$ cat config.mk
export PLATFORM = sky130hd
export DESIGN_NAME = alu_rsp_serializer_flat
export DESIGN_NICKNAME = d
export VERILOG_FILES = /design/src/rtl/alu_rsp_pkg.sv /design/src/rtl/alu_rsp_serializer_if.sv /design/src/rtl/alu_rsp_serializer_rsp_queue.sv /design/src/rtl/alu_rsp_serializer.sv /design/src/flat_wrapper.sv
export SDC_FILE = /design/constraint.sdc
export NUM_CORES = 1
export LEC_CHECK = 0
export ABC_CLOCK_PERIOD_IN_PS = 5500
export BUFFER_PORTS_ARGS = -buffer_cell sky130_fd_sc_hd__buf_2
export CAP_MARGIN = 25
export CORE_UTILIZATION = 59
export DETAILED_ROUTE_END_ITERATION = 6
export PLACE_DENSITY_LB_ADDON = 0.2
export SYNTH_ARGS = -nofsm -noshare
export SYNTH_HDL_FRONTEND = slang
export SYNTH_HIERARCHICAL = 1
export SYNTH_SLANG_ARGS = --single-unit
$ cat constraint.sdc
create_clock -name CLK -period 5.5 [get_ports CLK]
set_clock_uncertainty 0.05 [all_clocks]
set_input_delay 1.65 -clock CLK [delete_from_list [all_inputs] [get_ports CLK]]
set_output_delay 1.65 -clock CLK [all_outputs]
set_load 0.02 [all_outputs]
$ cat src/rtl/alu_rsp_pkg.sv
// Shared types and constants for the ALU response serializer.
// Holds the frame FSM state encoding and the byte-select indices.
// Imported by the queue and the serializer top.
package alu_rsp_pkg;

    typedef enum logic [1:0] {
        IDLE     = 2'd0,
        SEND_LO  = 2'd1,
        SEND_HI  = 2'd2,
        SEND_CHK = 2'd3
    } state_t;

    localparam int LO_IDX = 0;
    localparam int HI_IDX = 1;

endpackage

$ cat src/rtl/alu_rsp_serializer_if.sv
// ALU result input plus byte-wide TX stream and status, bundled as one interface.
// No latency of its own; wires only.
// Backpressure travels on TX_READY; the result side has none.
interface alu_rsp_if #(
    parameter int OUT_WIDTH  = 16,
    parameter int BYTE_WIDTH = 8
);
    logic [OUT_WIDTH-1:0]  ALU_OUT;
    logic                  OUT_VALID;
    logic [BYTE_WIDTH-1:0] TX_DATA;
    logic                  TX_VALID;
    logic                  TX_READY;
    logic                  BUSY;
    logic                  OVF_ERR;

    // Serializer side
    modport slave (
        input  ALU_OUT, OUT_VALID, TX_READY,
        output TX_DATA, TX_VALID, BUSY, OVF_ERR
    );

    // Environment side: ALU producer and TX FIFO consumer
    modport master (
        output ALU_OUT, OUT_VALID, TX_READY,
        input  TX_DATA, TX_VALID, BUSY, OVF_ERR
    );
endinterface

$ cat src/rtl/alu_rsp_serializer_rsp_queue.sv
// Small result FIFO: synchronous write, combinational head read.
// Push visible at head one cycle after the write edge.
// Caller must not push when full unless popping on the same edge.
module rsp_queue #(
    parameter int WIDTH = 16,
    parameter int DEPTH = 2,
    localparam int PTR_W = $clog2(DEPTH),
    localparam int CNT_W = PTR_W + 1
) (
    input  logic             clk,
    input  logic             rst_n,
    input  logic             push,
    input  logic [WIDTH-1:0] push_data,
    input  logic             pop,
    output logic [WIDTH-1:0] head,
    output logic             full,
    output logic             empty,
    output logic [CNT_W-1:0] count
);

    logic [WIDTH-1:0] mem [DEPTH];
    logic [PTR_W-1:0] wr_ptr;
    logic [PTR_W-1:0] rd_ptr;

    assign head  = mem[rd_ptr];
    assign full  = (count == CNT_W'(DEPTH));
    assign empty = (count == '0);

    // Storage write; when full with a same-edge pop the write lands in the slot being vacated
    always_ff @(posedge clk) begin
        if (push) begin
            mem[wr_ptr] <= push_data;
        end
    end

    // Pointer and occupancy bookkeeping; pointers wrap at DEPTH naturally
    always_ff @(posedge clk or negedge rst_n) begin
        if (!rst_n) begin
            wr_ptr <= '0;
            rd_ptr <= '0;
            count  <= '0;
        end else begin
            if (push) wr_ptr <= wr_ptr + PTR_W'(1);
            if (pop)  rd_ptr <= rd_ptr + PTR_W'(1);
            case ({push, pop})
                2'b10:   count <= count + CNT_W'(1);
                2'b01:   count <= count - CNT_W'(1);
                default: count <= count;
            endcase
        end
    end

endmodule

$ cat src/rtl/alu_rsp_serializer.sv
// Queues ALU result words and emits each as LO,HI (plus LO^HI when RSP_CHECKSUM_EN) bytes.
// First byte valid one cycle after capture; back-to-back frames with no idle bubble.
// TX_READY low holds the current byte; results arriving to a full queue are dropped and flagged.
module alu_rsp_serializer
    import alu_rsp_pkg::*;
#(
    parameter int OUT_WIDTH  = 16,
    parameter int BYTE_WIDTH = 8,
    parameter int Q_DEPTH    = 2,
    localparam int CNT_W     = $clog2(Q_DEPTH) + 1
) (
    input  logic      CLK,
    input  logic      RST,
    alu_rsp_if.slave  bus
);

    state_t                state;
    state_t                next_state;
    logic [OUT_WIDTH-1:0]  head;
    logic [CNT_W-1:0]      count;
    logic                  full;
    logic                  empty;
    logic                  hs;
    logic                  last_byte;
    logic                  pop;
    logic                  push;
    logic                  more;
    logic                  ovf;
    logic [BYTE_WIDTH-1:0] lo_byte;
    logic [BYTE_WIDTH-1:0] hi_byte;
    logic [BYTE_WIDTH-1:0] tx_byte;

    assign lo_byte = head[LO_IDX*BYTE_WIDTH +: BYTE_WIDTH];
    assign hi_byte = head[HI_IDX*BYTE_WIDTH +: BYTE_WIDTH];

    assign hs = bus.TX_VALID && bus.TX_READY;
`ifdef RSP_CHECKSUM_EN
    assign last_byte = (state == SEND_CHK);
`else
    assign last_byte = (state == SEND_HI);
`endif
    // The head entry retires only when the final byte of its frame is taken
    assign pop  = hs && last_byte;
    assign push = bus.OUT_VALID && (!full || pop);
    // Entries left after this pop, counting a word written on the same edge
    assign more = (count > CNT_W'(1)) || push;

    rsp_queue #(
        .WIDTH (OUT_WIDTH),
        .DEPTH (Q_DEPTH)
    ) u_queue (
        .clk       (CLK),
        .rst_n     (RST),
        .push      (push),
        .push_data (bus.ALU_OUT),
        .pop       (pop),
        .head      (head),
        .full      (full),
        .empty     (empty),
        .count     (count)
    );

    // Frame state register
    always_ff @(posedge CLK or negedge RST) begin
        if (!RST) state <= IDLE;
        else      state <= next_state;
    end

    // Frame sequencing: advance one byte per handshake, start the next frame without idling
    always_comb begin
        next_state = state;
        case (state)
            IDLE:    if (!empty) next_state = SEND_LO;
            SEND_LO: if (hs) next_state = SEND_HI;
`ifdef RSP_CHECKSUM_EN
            SEND_HI:  if (hs) next_state = SEND_CHK;
            SEND_CHK: if (hs) next_state = more ? SEND_LO : IDLE;
`else
            SEND_HI:  if (hs) next_state = more ? SEND_LO : IDLE;
`endif
            default: next_state = IDLE;
        endcase
    end

    // Byte select for the current frame position; zero when idle
    always_comb begin
        tx_byte = '0;
        case (state)
            SEND_LO:  tx_byte = lo_byte;
            SEND_HI:  tx_byte = hi_byte;
`ifdef RSP_CHECKSUM_EN
            SEND_CHK: tx_byte = lo_byte ^ hi_byte;
`endif
            default:  tx_byte = '0;
        endcase
    end

    // Dropped-result flag, registered so it pulses in the cycle after the drop
    always_ff @(posedge CLK or negedge RST) begin
        if (!RST) ovf <= 1'b0;
        else      ovf <= bus.OUT_VALID && !push;
    end

    assign bus.TX_DATA  = tx_byte;
    assign bus.TX_VALID = (state != IDLE);
    assign bus.BUSY     = !empty || (state != IDLE);
    assign bus.OVF_ERR  = ovf;

endmodule

$ cat src/flat_wrapper.sv
// flat-port wrapper written by rule: the top's interface ports become plain ports
module alu_rsp_serializer_flat import alu_rsp_pkg::*;
#(
    parameter int OUT_WIDTH  = 16,
    parameter int BYTE_WIDTH = 8,
    parameter int Q_DEPTH    = 2,
    localparam int CNT_W     = $clog2(Q_DEPTH) + 1
)
  (CLK, RST, bus_ALU_OUT, bus_OUT_VALID, bus_TX_READY, bus_TX_DATA, bus_TX_VALID, bus_BUSY, bus_OVF_ERR);
  alu_rsp_if #(.OUT_WIDTH(OUT_WIDTH), .BYTE_WIDTH(BYTE_WIDTH)) bus_i ();
  input  logic CLK;
  input  logic RST;
  input wire logic [$bits(bus_i.ALU_OUT)-1:0] bus_ALU_OUT;
  input wire logic [$bits(bus_i.OUT_VALID)-1:0] bus_OUT_VALID;
  input wire logic [$bits(bus_i.TX_READY)-1:0] bus_TX_READY;
  output wire logic [$bits(bus_i.TX_DATA)-1:0] bus_TX_DATA;
  output wire logic [$bits(bus_i.TX_VALID)-1:0] bus_TX_VALID;
  output wire logic [$bits(bus_i.BUSY)-1:0] bus_BUSY;
  output wire logic [$bits(bus_i.OVF_ERR)-1:0] bus_OVF_ERR;
  assign bus_i.ALU_OUT = bus_ALU_OUT;
  assign bus_i.OUT_VALID = bus_OUT_VALID;
  assign bus_i.TX_READY = bus_TX_READY;
  assign bus_TX_DATA = bus_i.TX_DATA;
  assign bus_TX_VALID = bus_i.TX_VALID;
  assign bus_BUSY = bus_i.BUSY;
  assign bus_OVF_ERR = bus_i.OVF_ERR;
  alu_rsp_serializer #(.OUT_WIDTH(OUT_WIDTH), .BYTE_WIDTH(BYTE_WIDTH), .Q_DEPTH(Q_DEPTH)) u_core (.CLK(CLK), .RST(RST), .bus(bus_i));
endmodule
==> flow_results.org, run 1 <==
** Flow run
- The tool flagged a number of max-cap violations equal to 0.

** Global route
- Summed over all layers, the global routing overflow is 0.
- Gr usage total :: 19.3%
- Number of global-route vias before repair :: 954
- Pin count of the biggest net entering global routing :: 18
- First-pass GRT wire length :: 4420 um
- The number of antenna violations at the first check in global routing came to 0.

** Clock network
- Number of sinks on the clock net :: 39
- CTS tree :: yes
- The tree is rooted in a sky130_fd_sc_hd__clkbuf_4.
- The clock reaches the later pin of the worst-skew pair after 330 ps.
- Maximum number of buffers from clock root to sink :: 2
- Buffer count from post-CTS setup fixing :: 0
- Clock buffers created by TritonCTS :: 5
- In this run, post-CTS hold repair placed 0 buffers.
- After clock tree synthesis, the clock-pin slew on the worst setup and hold paths is 100 ps.
- The H-tree was split into 2 levels.
- CTS resizes :: 0

** Logic synthesis
- Post-synthesis sequential area ratio :: 64.2%
- Combined area of all synthesized cells :: 1770 um2
- Count of cell types in the netlist :: 28
- Cell accounting for the most synthesized area :: sky130_fd_sc_hd__edfxtp_1
- Number of instances in the synthesized netlist :: 108
- Synthesized area per cell :: 16.4 um2
- The share of synthesized area in the top cell type comes to 54.3%.
- By area the synthesized netlist is led by sky130_fd_sc_hd__edfxtp_1 (54%), sky130_fd_sc_hd__dfrtp_1 (9.9%), sky130_fd_sc_hd__mux2_4 (7.6%).
- After synthesis the netlist holds a flip-flop and latch count of 39.
- Synth warnings :: 6
- Post-Syn Nets :: 133

** Place
- DPL Wire Length :: 1760 um
- Final RePlAce weighted congestion :: 0.780
- Port bufs :: 30

** Final layout
- The number of antenna diodes in the final layout is 0.
- Leaving out fill and tap cells, the most frequent cell in the layout is sky130_fd_sc_hd__edfxtp_1.
- Relative to the synthesized area, the layout overhead comes to 11.0%.
- In the final design database the tool counted 167 nets.
- The post-route netlist has 40.6% of its cells at a drive strength greater than 1.
- The multi-input combinational cells in the finished layout cover a total of 566 um2.
- Commonest non-fill, non-tap cells in the layout :: sky130_fd_sc_hd__edfxtp_1 (32), sky130_fd_sc_hd__buf_2 (30), sky130_fd_sc_hd__mux2_4 (9), sky130_fd_sc_hd__a22oi_1 (8), sky130_fd_sc_hd__nor2b_1 (8)
- Fill cells in the final layout number 202.
- The sequential cells in the finished layout cover a total of 1140 um2.

** Timing
- After layout, the worst path uses 68.3% of the clock period.
- Worst hold slack :: 446 ps
- Number of setup violations in the final report :: 0
- For this run, the top clock speed supported by timing is 0.266 GHz.
- Worst slew pin tran :: 859 ps
- The worst path needs 3760 ps of the cycle, external delays included.
- After routing, the total negative slack on setup checks comes to 0 ps.
- RSZ-0062 raised after global routing :: false
- Max transition margin :: 42.7%
- The total count of max-transition violations in the final report is 0.
- The number of hold-slack violations in the final timing report is 0.

** Power
- For this design the ratio of total power to cell area is 517 nW/um2.
- Leakage power :: 0.811 nW
- Peak supply drop :: 0.000349 V

** Run status
- The final reports fail on design-rule violations.
- The flow ran to the end, but the final reports show violations.

** Critical path
- Kind of critical path :: flip-flop to primary output
- STA puts the critical path data arrival time at 2060 ps.
- Critical path peak fanout :: 17
- FF-to-FF path depth :: 5
- Required time of the critical path :: 3800 ps
- The worst setup path is captured at a primary output.
- Crit path launch type :: flip-flop

** Routing
- After detailed routing, the number of vias per cell comes to 5.43.
- Detailed routing inserted a total of 944 vias.
- Met1 layer wirelength in the final routing :: 1130 um
- After detailed routing, no signal wire sits above met4.
- Remaining antenna violation count :: 0
- Wire length reported by the detailed router :: 2680 um
- The pre-antenna-repair detailed-routing pass consisted of 6 iterations.
- Routed length on met2 :: 1380 um
- After detailed routing, the average wire length per cell comes to 15.4 um.
- Met3 layer wire length in the routed design :: 126 um
- For this run, design rule violations remaining after detail routing come to 4.
- DRC violation total after the first TritonRoute iteration :: 33

** Min path
- Hold WC Path Type :: flip-flop to flip-flop
- Worst hold stages :: 1

** Die
- Once the floorplan was initialized, standard cells occupied 63.1% of the core.
- Die height :: 56.8 um
- The floorplan has 19 rows.
- The die covers 3220 um2.
- Pin placement for this block handled 31 I/O pins.
- Chip Width :: 56.8 um
- Area of the core region :: 2810 um2
cell usage after synthesis:
cell type,number
sky130_fd_sc_hd__edfxtp_1,32
sky130_fd_sc_hd__mux2_4,9
sky130_fd_sc_hd__a22oi_1,8
sky130_fd_sc_hd__nor2b_1,8
sky130_fd_sc_hd__dfrtp_1,7
sky130_fd_sc_hd__mux2_2,7
sky130_fd_sc_hd__ha_1,5
sky130_fd_sc_hd__inv_1,5
sky130_fd_sc_hd__nor2_1,4
sky130_fd_sc_hd__xor2_1,3
sky130_fd_sc_hd__buf_6,2
sky130_fd_sc_hd__xnor2_1,2
sky130_fd_sc_hd__a211o_1,1
sky130_fd_sc_hd__a211oi_1,1
sky130_fd_sc_hd__a21boi_0,1
sky130_fd_sc_hd__a21oi_2,1
sky130_fd_sc_hd__a22o_2,1
sky130_fd_sc_hd__and2_1,1
sky130_fd_sc_hd__and2b_1,1
sky130_fd_sc_hd__and3_1,1
sky130_fd_sc_hd__buf_12,1
sky130_fd_sc_hd__buf_4,1
sky130_fd_sc_hd__nand2_1,1
sky130_fd_sc_hd__nand2_2,1
sky130_fd_sc_hd__nand2b_1,1
sky130_fd_sc_hd__nor2_4,1
sky130_fd_sc_hd__nor2b_4,1
sky130_fd_sc_hd__o41ai_2,1
registers in the layout, indices dropped and copies added, names as in the netlist:
register and count:
u_core/u_queue/count 2, u_core/state 2, u_core/u_queue/wr_ptr 1, u_core/bus.OVF_ERR 1
u_core/u_queue/rd_ptr 1, u_core/u_queue/mem 32
path summary, 6_finish.rpt:
| check | from | endpoint | slack [ps] |
|---|---|---|---|
| max | u_core/u_queue/rd_ptr | bus_TX_DATA[7] | 1740 |
| min | u_core/u_queue/wr_ptr | u_core/u_queue/wr_ptr | 450 |
| max reg2reg | u_core/state[0] | u_core/u_queue/mem[1][10] | 2830 |
| min reg2reg | u_core/u_queue/wr_ptr | u_core/u_queue/wr_ptr | 450 |
| max in group asynchronous | RST | u_core/u_queue/rd_ptr | 4170 |
| min in group asynchronous | RST | u_core/bus.OVF_ERR | 1080 |
power breakdown:
part	total [mW]	internal [mW]	switching [mW]
Clock	0.131	0.0474	0.0836
Sequential	0.467	0.409	0.0583
Combinational	0.419	0.202	0.217
routing by layer:
metal,global-route usage [%],vias to the layer above
li1,-,465
met1,22.1,453
met2,32.5,22
met3,7.14,4
met4,8.36,0
met5,0,-
per-stage QoR:
stage               power [mW]  cell area [um2]  std cells  util [%]  worst slack, ps
global route              1.08             1970        174      70.1             1600
floorplan                0.817             1770        108         -             2090
CTS                       1.03             1970        174      70.1             1710
finish                    1.02             1970        174      70.1             1740
global placement         0.884             1920        166      68.3             2090
detailed placement       0.895             1920        166      68.3             2000
kinds of logic after synthesis:
kind of cell,share of synthesized area [%]
AO/OA/AOI/OAI,6.71
flip-flops,64.2
buffers and inverters,3.89
adder cells (fa/ha/maj),3.53
AND/OR/NAND/NOR,7.14
XOR/XNOR,2.47
multiplexers,12.1
critical path: stages, from the launching register on:
cell	delay, ps
sky130_fd_sc_hd__dfrtp_1	920
sky130_fd_sc_hd__mux2_2	410
sky130_fd_sc_hd__a22oi_1	180
sky130_fd_sc_hd__nor2b_1	60
sky130_fd_sc_hd__buf_2	160
layout make-up:
| class | count | share of cell area (%) |
|---|---|---|
| Inverter | 5 | 0.955 |
| Tap cell | 31 | 1.97 |
| Sequential cell | 39 | 57.8 |
| Clock inverter | 2 | 0.382 |
| Clock buffer | 6 | 2.10 |
| Timing Repair Buffer | 31 | 8.02 |
| Multi-Input combinational cell | 60 | 28.8 |
(Power assumes the default switching activity.)
==> inputs of run 2 (changes only) <==
- ABC_CLOCK_PERIOD_IN_PS: 5500 -> 3400
- CORE_UTILIZATION: 59 -> 49
- clock period: 5.5 -> 3.4 ns (I/O delays scaled with it)
==> flow_results.org, run 2 (same netlist as run 1, synthesis figures left out) <==
** Run status
- Run status: complete, no violations (was complete, but fails checks).

** Die
- Starting Density :: 52.2% (was 63.1%)
- The placeable core area is 3390 um2 (was 2810 um2).
- The die extent in x is 62.1 um (was 56.8 um).
- Die height :: 62.1 um (was 56.8 um)
- The floorplan die area came to 3860 um2 (was 3220 um2).
- I/O pin count :: 31 (unchanged)
- The number of standard-cell rows in the floorplan is 21 (was 19).

** Routing
- Remaining antenna violation count :: 0 (unchanged)
- The first-iteration detailed-routing DRC count was 45 (was 33).
- Overall via count from detail_route :: 951 (was 944)
- The total wirelength of the detailed-routed design came to 2860 um (was 2680 um).
- Number of design rule violations left after detail routing :: 0 (was 4)
- The post-detailed-route via-to-cell ratio was 4.98 (was 5.43).
- The iteration count of the initial detailed-routing pass came to 4 (was 6).
- Avg WL per Cell :: 14.9 um (was 15.4 um)

** Clock network
- The number of buffers added to fix hold violations after cts was 0 (unchanged).
- The deepest level of the CTS H-tree came to 2 (unchanged).
- The post-CTS setup buffer count is 0 (unchanged).
- The clock-pin slew on the worst setup and hold paths is 130 ps (was 100 ps).
- CTS resizes :: 0 (unchanged)
- CTS tree :: yes (unchanged)
- Clock buffers created by TritonCTS :: 5 (unchanged)
- Maximum number of buffers from clock root to sink :: 2 (unchanged)
- The CTS root buffer is sky130_fd_sc_hd__clkbuf_4 (unchanged).
- The clock network latency to the later pin of the worst-skew pair is 350 ps (was 330 ps).
- The clock sink count is 39 (unchanged).

** Min path
- Hold WC Path Type :: input port to async pin (was flip-flop to flip-flop)

** Place
- DPL Wire Length :: 1990 um (was 1760 um)
- Port bufs :: 30 (unchanged)
- The number of cells after detailed placement was 183 (was 166).
- The final weighted congestion in routability-driven placement is 0.703 (was 0.780).
- The instance area at placement came to 1950 um2 (was 1920 um2).
- Dpl ws :: 765 ps (was 2000 ps)

** Timing
- For the finished layout, the period the worst path requires is 2980 ps.
- The smallest hold slack came to 429 ps (was 446 ps).
- Highest clock frequency the design can meet :: 0.335 GHz
- Post-route clock period utilization :: 87.7%
- RSZ-0062 raised after global routing :: false (unchanged)
- Final Hold Fails :: 0 (unchanged)
- The relative slew slack came to 65.0% (was 42.7%).
- Number of setup violations in the final report :: 0 (unchanged)
- Smallest setup slack after layout :: 419 ps (was 1740 ps)
- The total count of max-transition violations in the final report is 0 (unchanged).
- The total negative setup slack is 0 ps (unchanged).
- The actual slew at the worst max-slew pin was 524 ps (was 859 ps).

** Power
- Total chip power :: 1.70 mW (was 1.02 mW)
- PD cells :: 843 nW/um2 (was 517 nW/um2)
- Leakage power :: 0.822 nW (was 0.811 nW)
- Peak supply drop :: 0.000380 V (was 0.000349 V)

** Critical path
- FF-to-FF path depth :: 8 (was 5)
- Type of destination of the critical path :: primary output (unchanged)
- Worst flop-to-flop path startpoint :: u_core/state[0] (unchanged)
- The required time reported for the critical path endpoint came to 2330 ps (was 3800 ps).
- Origin of the worst setup path :: u_core/u_queue/rd_ptr (unchanged)
- The category of the most critical setup path was flip-flop to primary output (unchanged).
- The launching element type of the critical path is a flip-flop (unchanged).
- Arrival time at the worst endpoint :: 1910 ps (was 2060 ps)
- Critical path peak fanout :: 12 (was 17)

** Final layout
- The commonest non-fill, non-tap cell in the layout is sky130_fd_sc_hd__edfxtp_1 (unchanged).
- Commonest non-fill, non-tap cells in the layout: sky130_fd_sc_hd__edfxtp_1 (32), sky130_fd_sc_hd__buf_2 (30), sky130_fd_sc_hd__mux2_4 (9), sky130_fd_sc_hd__a22oi_1 (8), sky130_fd_sc_hd__nor2b_1 (8) (unchanged).
- The share of final-layout standard cells stronger than drive strength 1 was 43.4% (was 40.6%).
- Largest regs: u_core/u_queue/mem (32), u_core/state (2), u_core/u_queue/count (2) (unchanged).
- The number of flip-flops in the largest register was 32 (unchanged).
- The number of nets in the layout came to 169 (was 167).
- The core utilization of the finished layout is 59.4% (was 70.1%).
- Largest register by flop count :: u_core/u_queue/mem (unchanged)
- The finished layout cell area came to 2010 um2 (was 1970 um2).
- Post-route non-filler standard cell count :: 191 (was 174)
- Area growth from synthesis to final layout :: 13.6% (was 11.0%)
- Antenna cells :: 0 (unchanged)

** Global route
- Number of antenna violations at the first check in global routing :: 0 (unchanged)
- Total congestion overflow after global routing :: 0 (unchanged)
- Gr usage total :: 16.8% (was 19.3%)
- The via count of the first global-routing pass was 1008 (was 954).
- Pin count of the biggest net entering global routing :: 17 (was 18)
- The global-route wire length before repair came to 4710 um (was 4420 um).

** Flow run
- Total of max-cap violations :: 0 (unchanged)
==> run 2: critical path: stages, from the launching register on <==
cell	delay, ps
sky130_fd_sc_hd__dfrtp_1	510
sky130_fd_sc_hd__buf_4	290
sky130_fd_sc_hd__mux2_2	370
sky130_fd_sc_hd__a22oi_1	140
sky130_fd_sc_hd__nor2b_1	80
sky130_fd_sc_hd__buf_2	160
==> run 2: path summary, 6_finish.rpt <==
kind | end | slack [ps]
max in group asynchronous | u_core/state[1] | 2700
setup reg to reg | u_core/u_queue/count[1] | 970
hold reg to reg | u_core/u_queue/wr_ptr | 460
min in group CLK | u_core/u_queue/wr_ptr | 460
setup / recovery | bus_TX_DATA[6] | 420
hold / removal | u_core/state[0] | 430
==> run 2: routing by layer <==
metal / vias up / GRT usage (%) / part of all wire [%]
met5: - / 0 / 0
met4: 0 / 9.59 / 1.9
met3: 5 / 4.04 / 3.4
met2: 24 / 27.9 / 51
met1: 450 / 20.0 / 43
li1: 472 / - / -
==> run 2: layout make-up <==
| cell class | count | area, um2 |
|---|---|---|
| timing repair buffer | 33 | 173 |
| tap | 46 | 57.6 |
| clock inverter | 3 | 23.8 |
| fill | 256 | 1380 |
| multi-input combinational | 60 | 566 |
| clock buffer | 5 | 37.5 |
| sequential | 39 | 1140 |
| inverter | 5 | 18.8 |
==> run 2: power breakdown <==
group | internal (mW) | leakage (nW) | switching [mW] | total (mW)
registers | 0.661 | 0.384 | 0.0657 | 0.726
clock network | 0.0827 | 0.0278 | 0.159 | 0.242
logic | 0.335 | 0.411 | 0.393 | 0.729
total | 1.08 | 0.822 | 0.618 | 1.70
==> inputs of run 3 (changes only) <==
- ABC_AREA: not set -> 1
- CORE_UTILIZATION: 49 -> 50
==> flow_results.org, run 3 <==
** Clock network
- Maximum number of buffers from clock root to sink :: 2 (unchanged)
- Number of hold buffers added after cts :: 0 (unchanged)
- The clock network latency to the later pin of the worst-skew pair came to 280 ps (was 350 ps).
- The deepest level of the CTS H-tree is 2 (unchanged).
- CTS tree :: yes (unchanged)
- The total CTS buffers came to 5 (unchanged).
- Buffer count from post-CTS setup fixing :: 0 (unchanged)
- CTS resizes :: 0 (unchanged)
- The clock-pin slew on the worst setup and hold paths came to 70 ps (was 130 ps).
- Number of sinks on the clock net :: 39 (unchanged)
- The CTS root buffer is sky130_fd_sc_hd__clkbuf_8 (was sky130_fd_sc_hd__clkbuf_4).

** Routing
- The post-detailed-route via-to-cell ratio came to 4.74 (was 4.98).
- The vias after detailed routing is 1176 (was 951).
- The first-iteration detailed-routing DRC count came to 71 (was 45).
- The post-detailed-route count of antenna-violating nets was 0 (unchanged).
- Avg WL per Cell :: 11.6 um (was 14.9 um)
- Wire length reported by the detailed router :: 2880 um (was 2860 um)
- Number of design rule violations left after detail routing :: 0 (unchanged)
- Length of the first detailed-routing pass in iterations :: 4 (unchanged)

** Global route
- The global-route wire length before repair was 4770 um (was 4710 um).
- Number of antenna violations at the first check in global routing :: 0 (unchanged)
- Pin count of the biggest net entering global routing :: 34 (was 17)
- Number of global-route vias before repair :: 1071 (was 1008)
- Gr usage total :: 16.2% (was 16.8%)
- Total congestion overflow after global routing :: 0 (unchanged)

** Timing
- Worst slew pin tran :: 657 ps (was 524 ps)
- The total count of max-transition violations in the final report was 0 (unchanged).
- The relative slew slack came to 56.1% (was 65.0%).
- Highest clock frequency the design can meet :: 0.358 GHz (was 0.335 GHz)
- Total Negative Setup Slacks :: 0 ps (unchanged)
- Number of setup violations in the final report :: 0 (unchanged)
- The post-route fraction of the period consumed by the critical path is 82.2% (was 87.7%).
- RSZ-0062 raised after global routing :: false (unchanged)
- Final Hold Fails :: 0 (unchanged)
- Minimum clock period after layout :: 2790 ps (was 2980 ps)

** Die
- The die extent in x was 62.8 um (was 62.1 um).
- Area of the core region :: 3440 um2 (was 3390 um2)
- Starting Density :: 53.7% (was 52.2%)
- Row count :: 21 (unchanged)
- Die height :: 62.8 um (was 62.1 um)
- Die Outline Area :: 3940 um2 (was 3860 um2)
- The number of top-level pins was 31 (unchanged).

** Power
- The static leakage is 0.955 nW (was 0.822 nW).
- Int Power :: 1.11 mW (was 1.08 mW)
- Share of power burned in the clock network :: 20.3% (was 14.3%)
- Peak supply drop :: 0.000393 V (was 0.000380 V)
- Register share of total power :: 40.0% (was 42.8%)
- The total power divided by cell area came to 854 nW/um2 (was 843 nW/um2).
- Switching power :: 680 uW (was 618 uW)
- Relative contribution of combinational cells to total power :: 39.8% (was 42.9%)
- Total chip power :: 1.79 mW (was 1.70 mW)
- The switching share of power was 38.1% (was 36.4%).

** Final layout
- Largest register FFs :: 32 (unchanged)
- Fraction of final layout cells sized beyond drive strength 1 :: 29.2% (was 43.4%)
- Antenna cells :: 0 (unchanged)
- The commonest non-fill, non-tap cell in the layout is sky130_fd_sc_hd__nand2_1 (was sky130_fd_sc_hd__edfxtp_1).
- Multi-input logic area :: 509 um2 (was 566 um2)
- Commonest non-fill, non-tap cells in the layout :: sky130_fd_sc_hd__nand2_1 (47), sky130_fd_sc_hd__edfxtp_1 (32), sky130_fd_sc_hd__buf_2 (30), sky130_fd_sc_hd__inv_1 (30), sky130_fd_sc_hd__o21ai_2 (14) (was sky130_fd_sc_hd__edfxtp_1 (32), sky130_fd_sc_hd__buf_2 (30), sky130_fd_sc_hd__mux2_4 (9), sky130_fd_sc_hd__a22oi_1 (8), sky130_fd_sc_hd__nor2b_1 (8))
- Largest regs :: u_core/u_queue/mem (32), u_core/state (2), u_core/u_queue/count (2) (unchanged)
- Utilization of the core after routing :: 60.8% (was 59.4%)
- Final #Nets :: 226 (was 169)
- The register bank with the most flops is u_core/u_queue/mem (unchanged).
- The layout overhead on the synthesized area is 13.3% (was 13.6%).
- Sequential Area :: 1140 um2 (unchanged)
- Filler Cell Count :: 300 (was 256)

** Logic synthesis
- The top cell type's share of synthesized area was 52.0% (was 54.3%).
- The count of flip-flops with a built-in enable after synthesis was 32 (unchanged).
- List of most frequent post-synthesis cells :: sky130_fd_sc_hd__nand2_1 (47), sky130_fd_sc_hd__edfxtp_1 (32), sky130_fd_sc_hd__inv_1 (30) (was sky130_fd_sc_hd__edfxtp_1 (32), sky130_fd_sc_hd__mux2_4 (9), sky130_fd_sc_hd__a22oi_1 (8), sky130_fd_sc_hd__nor2b_1 (8))
- The cell count after synthesis came to 168 (was 108).
- The post-synthesis cell area came to 1850 um2 (was 1770 um2).
- XOR/XNOR Fraction of Synth Area :: 1.42% (was 2.47%)
- The synthesized area per cell was 11.0 um2 (was 16.4 um2).
- Post-Syn Nets :: 193 (was 133)
- Dominant synthesized flop cell :: sky130_fd_sc_hd__edfxtp_1 (unchanged)
- Most frequent cell after synthesis :: sky130_fd_sc_hd__nand2_1 (was sky130_fd_sc_hd__edfxtp_1)
- The simple-gate portion of the synthesized area came to 12.9% (was 7.14%).
- The main combinational cell family by area after synthesis is simple AND/OR/NAND/NOR gates (was multiplexers).
- Flip-flop and latch count after synthesis :: 39 (unchanged)
- The sequential element share of the synthesized area came to 61.5% (was 64.2%).
- The synthesis warning total was 6 (unchanged).
- The distinct cell type count of the synthesized netlist is 20 (was 28).
- Top area cells in the synthesized netlist: sky130_fd_sc_hd__edfxtp_1 (52%), sky130_fd_sc_hd__nand2_1 (9.6%), sky130_fd_sc_hd__dfrtp_1 (9.5%) (was sky130_fd_sc_hd__edfxtp_1 (54%), sky130_fd_sc_hd__dfrtp_1 (9.9%), sky130_fd_sc_hd__mux2_4 (7.6%)).
- The fraction of registers with async set/reset was 17.9% (unchanged).
- The library cell with the largest summed area after synthesis is sky130_fd_sc_hd__edfxtp_1 (unchanged).
- Adder-Cell Fraction of Synth Area :: 3.39% (was 3.53%)
- Mux cell area share after synthesis :: 0% (was 12.1%)
- The share of the synthesized area in compound gates (AO/OA/AOI/OAI) came to 9.82% (was 6.71%).

** Critical path
- Kind of critical path :: flip-flop to primary output (unchanged)
- Crit path launch type :: flip-flop (unchanged)
- The worst reg2reg path depth is 8 (unchanged).
- The source of the worst register-to-register timing path was u_core/state[0] (unchanged).
- Critical Path, Cell by Cell :: inv_1 > ha_1 > nand2_1 > a21oi_1 > buf_2 (was buf_4 > mux2_2 > a22oi_1 > nor2b_1 > buf_2)
- Slowest cell on the critical path :: sky130_fd_sc_hd__ha_1 (was sky130_fd_sc_hd__dfrtp_1)
- The data arrival time of the critical path is 1720 ps (was 1910 ps).
- The maximum fanout along the worst path was 11 (was 12).
- The minimum setup slack among reg-to-reg paths came to 1030 ps (was 970 ps).
- Critical register-to-register path endpoint :: u_core/u_queue/mem[1][13] (was u_core/u_queue/count[1])
- The required time reported for the critical path endpoint came to 2330 ps (about the same).
- Category of cells accounting for the largest share of critical-path delay :: adder cells (was flip-flops)
- The worst path buffer plus inverter count came to 2 (unchanged).
- The kind of end point of the critical path was a primary output (unchanged).
- Crit path largest cell delay :: 450 ps (was 510 ps)

** Place
- The estimated wirelength of the detail-placed design came to 1990 um (about the same).
- The count of input and output buffers was 30 (unchanged).
- Final RePlAce weighted congestion :: 0.791 (was 0.703)

** Run status
- Run status: complete, no violations (unchanged).

** Min path
- Worst hold stages :: 1
- The path with the worst hold slack has its endpoint at u_core/u_queue/wr_ptr.
- Startpoint of the most critical hold path :: u_core/u_queue/wr_ptr
- The worst hold path class is flip-flop to flip-flop (was input port to async pin).

** Flow run
- Total of max-cap violations :: 0 (unchanged)
==> run 3: area by class of cell <==
cell class	instances	share of cell area [%]
Sequential cell	39	54.3
Multi-Input combinational cell	92	24.3
Timing Repair Buffer	32	7.89
Inverter	31	5.56
Clock buffer	5	3.29
Tap cell	46	2.75
Clock inverter	3	1.85
==> run 3: worst register-to-register path: stages, from the launching register on <==
cell	delay [ps]
sky130_fd_sc_hd__dfrtp_1	420
sky130_fd_sc_hd__inv_1	100
sky130_fd_sc_hd__ha_1	450
sky130_fd_sc_hd__nand3_2	150
sky130_fd_sc_hd__nand2_2	100
sky130_fd_sc_hd__nand2_2	50
sky130_fd_sc_hd__inv_1	110
sky130_fd_sc_hd__nand2_1	70
sky130_fd_sc_hd__inv_1	490
==> run 3: power by group through the flow <==
stage	logic [mW]	clock network (mW)	registers, mW
after floorplan	0.621	0	0.717
after global placement	0.700	0	0.718
after detailed placement	0.722	0	0.723
after CTS	0.725	0.376	0.713
after global routing	0.801	0.396	0.724
final	0.711	0.362	0.713
==> run 3: cell families (layout without fill, tap and decap cells) <==
logic type	count (synthesis)	after routing
AND/OR/NAND/NOR	59	59
flip-flops	39	39
buffers and inverters	37	71
AO/OA/AOI/OAI	25	25
adder cells (fa/ha/maj)	5	5
XOR/XNOR	3	3
==> run 3: how the worst max path moves through the flow <==
stage                    start                       end  cells past startpoint  slack, ps
2_1_floorplan     bus_TX_READY  u_core/u_queue/mem[0][0]                      6        910
3_3_place_gp   u_core/state[0]            bus_TX_DATA[0]                      5        970
3_5_place_dp   u_core/state[0]            bus_TX_DATA[7]                      5        900
4_1_cts        u_core/state[0]            bus_TX_DATA[7]                      5        580
5_1_grt        u_core/state[0]            bus_TX_DATA[7]                      5        500
6_report       u_core/state[0]            bus_TX_DATA[7]                      5        610
==> run 3: metrics by stage <==
stage	cells	instance area, um2	hold slack (ps)	setup WS, ps
2_1_floorplan	168	1850	413	909
3_3_place_gp	240	1980	429	967
3_5_place_dp	240	1980	442	896
4_1_cts	248	2090	457	578
5_1_grt	248	2090	486	497
6_report	248	2090	458	606
==> run 3: per-layer routing <==
metal	wire length (um)	up-vias	track usage [%]
met5	0	-	0
met4	38	0	6.10
met3	91	5	3.83
met2	1460	22	28.0
met1	1290	549	19.7
li1	-	600	-
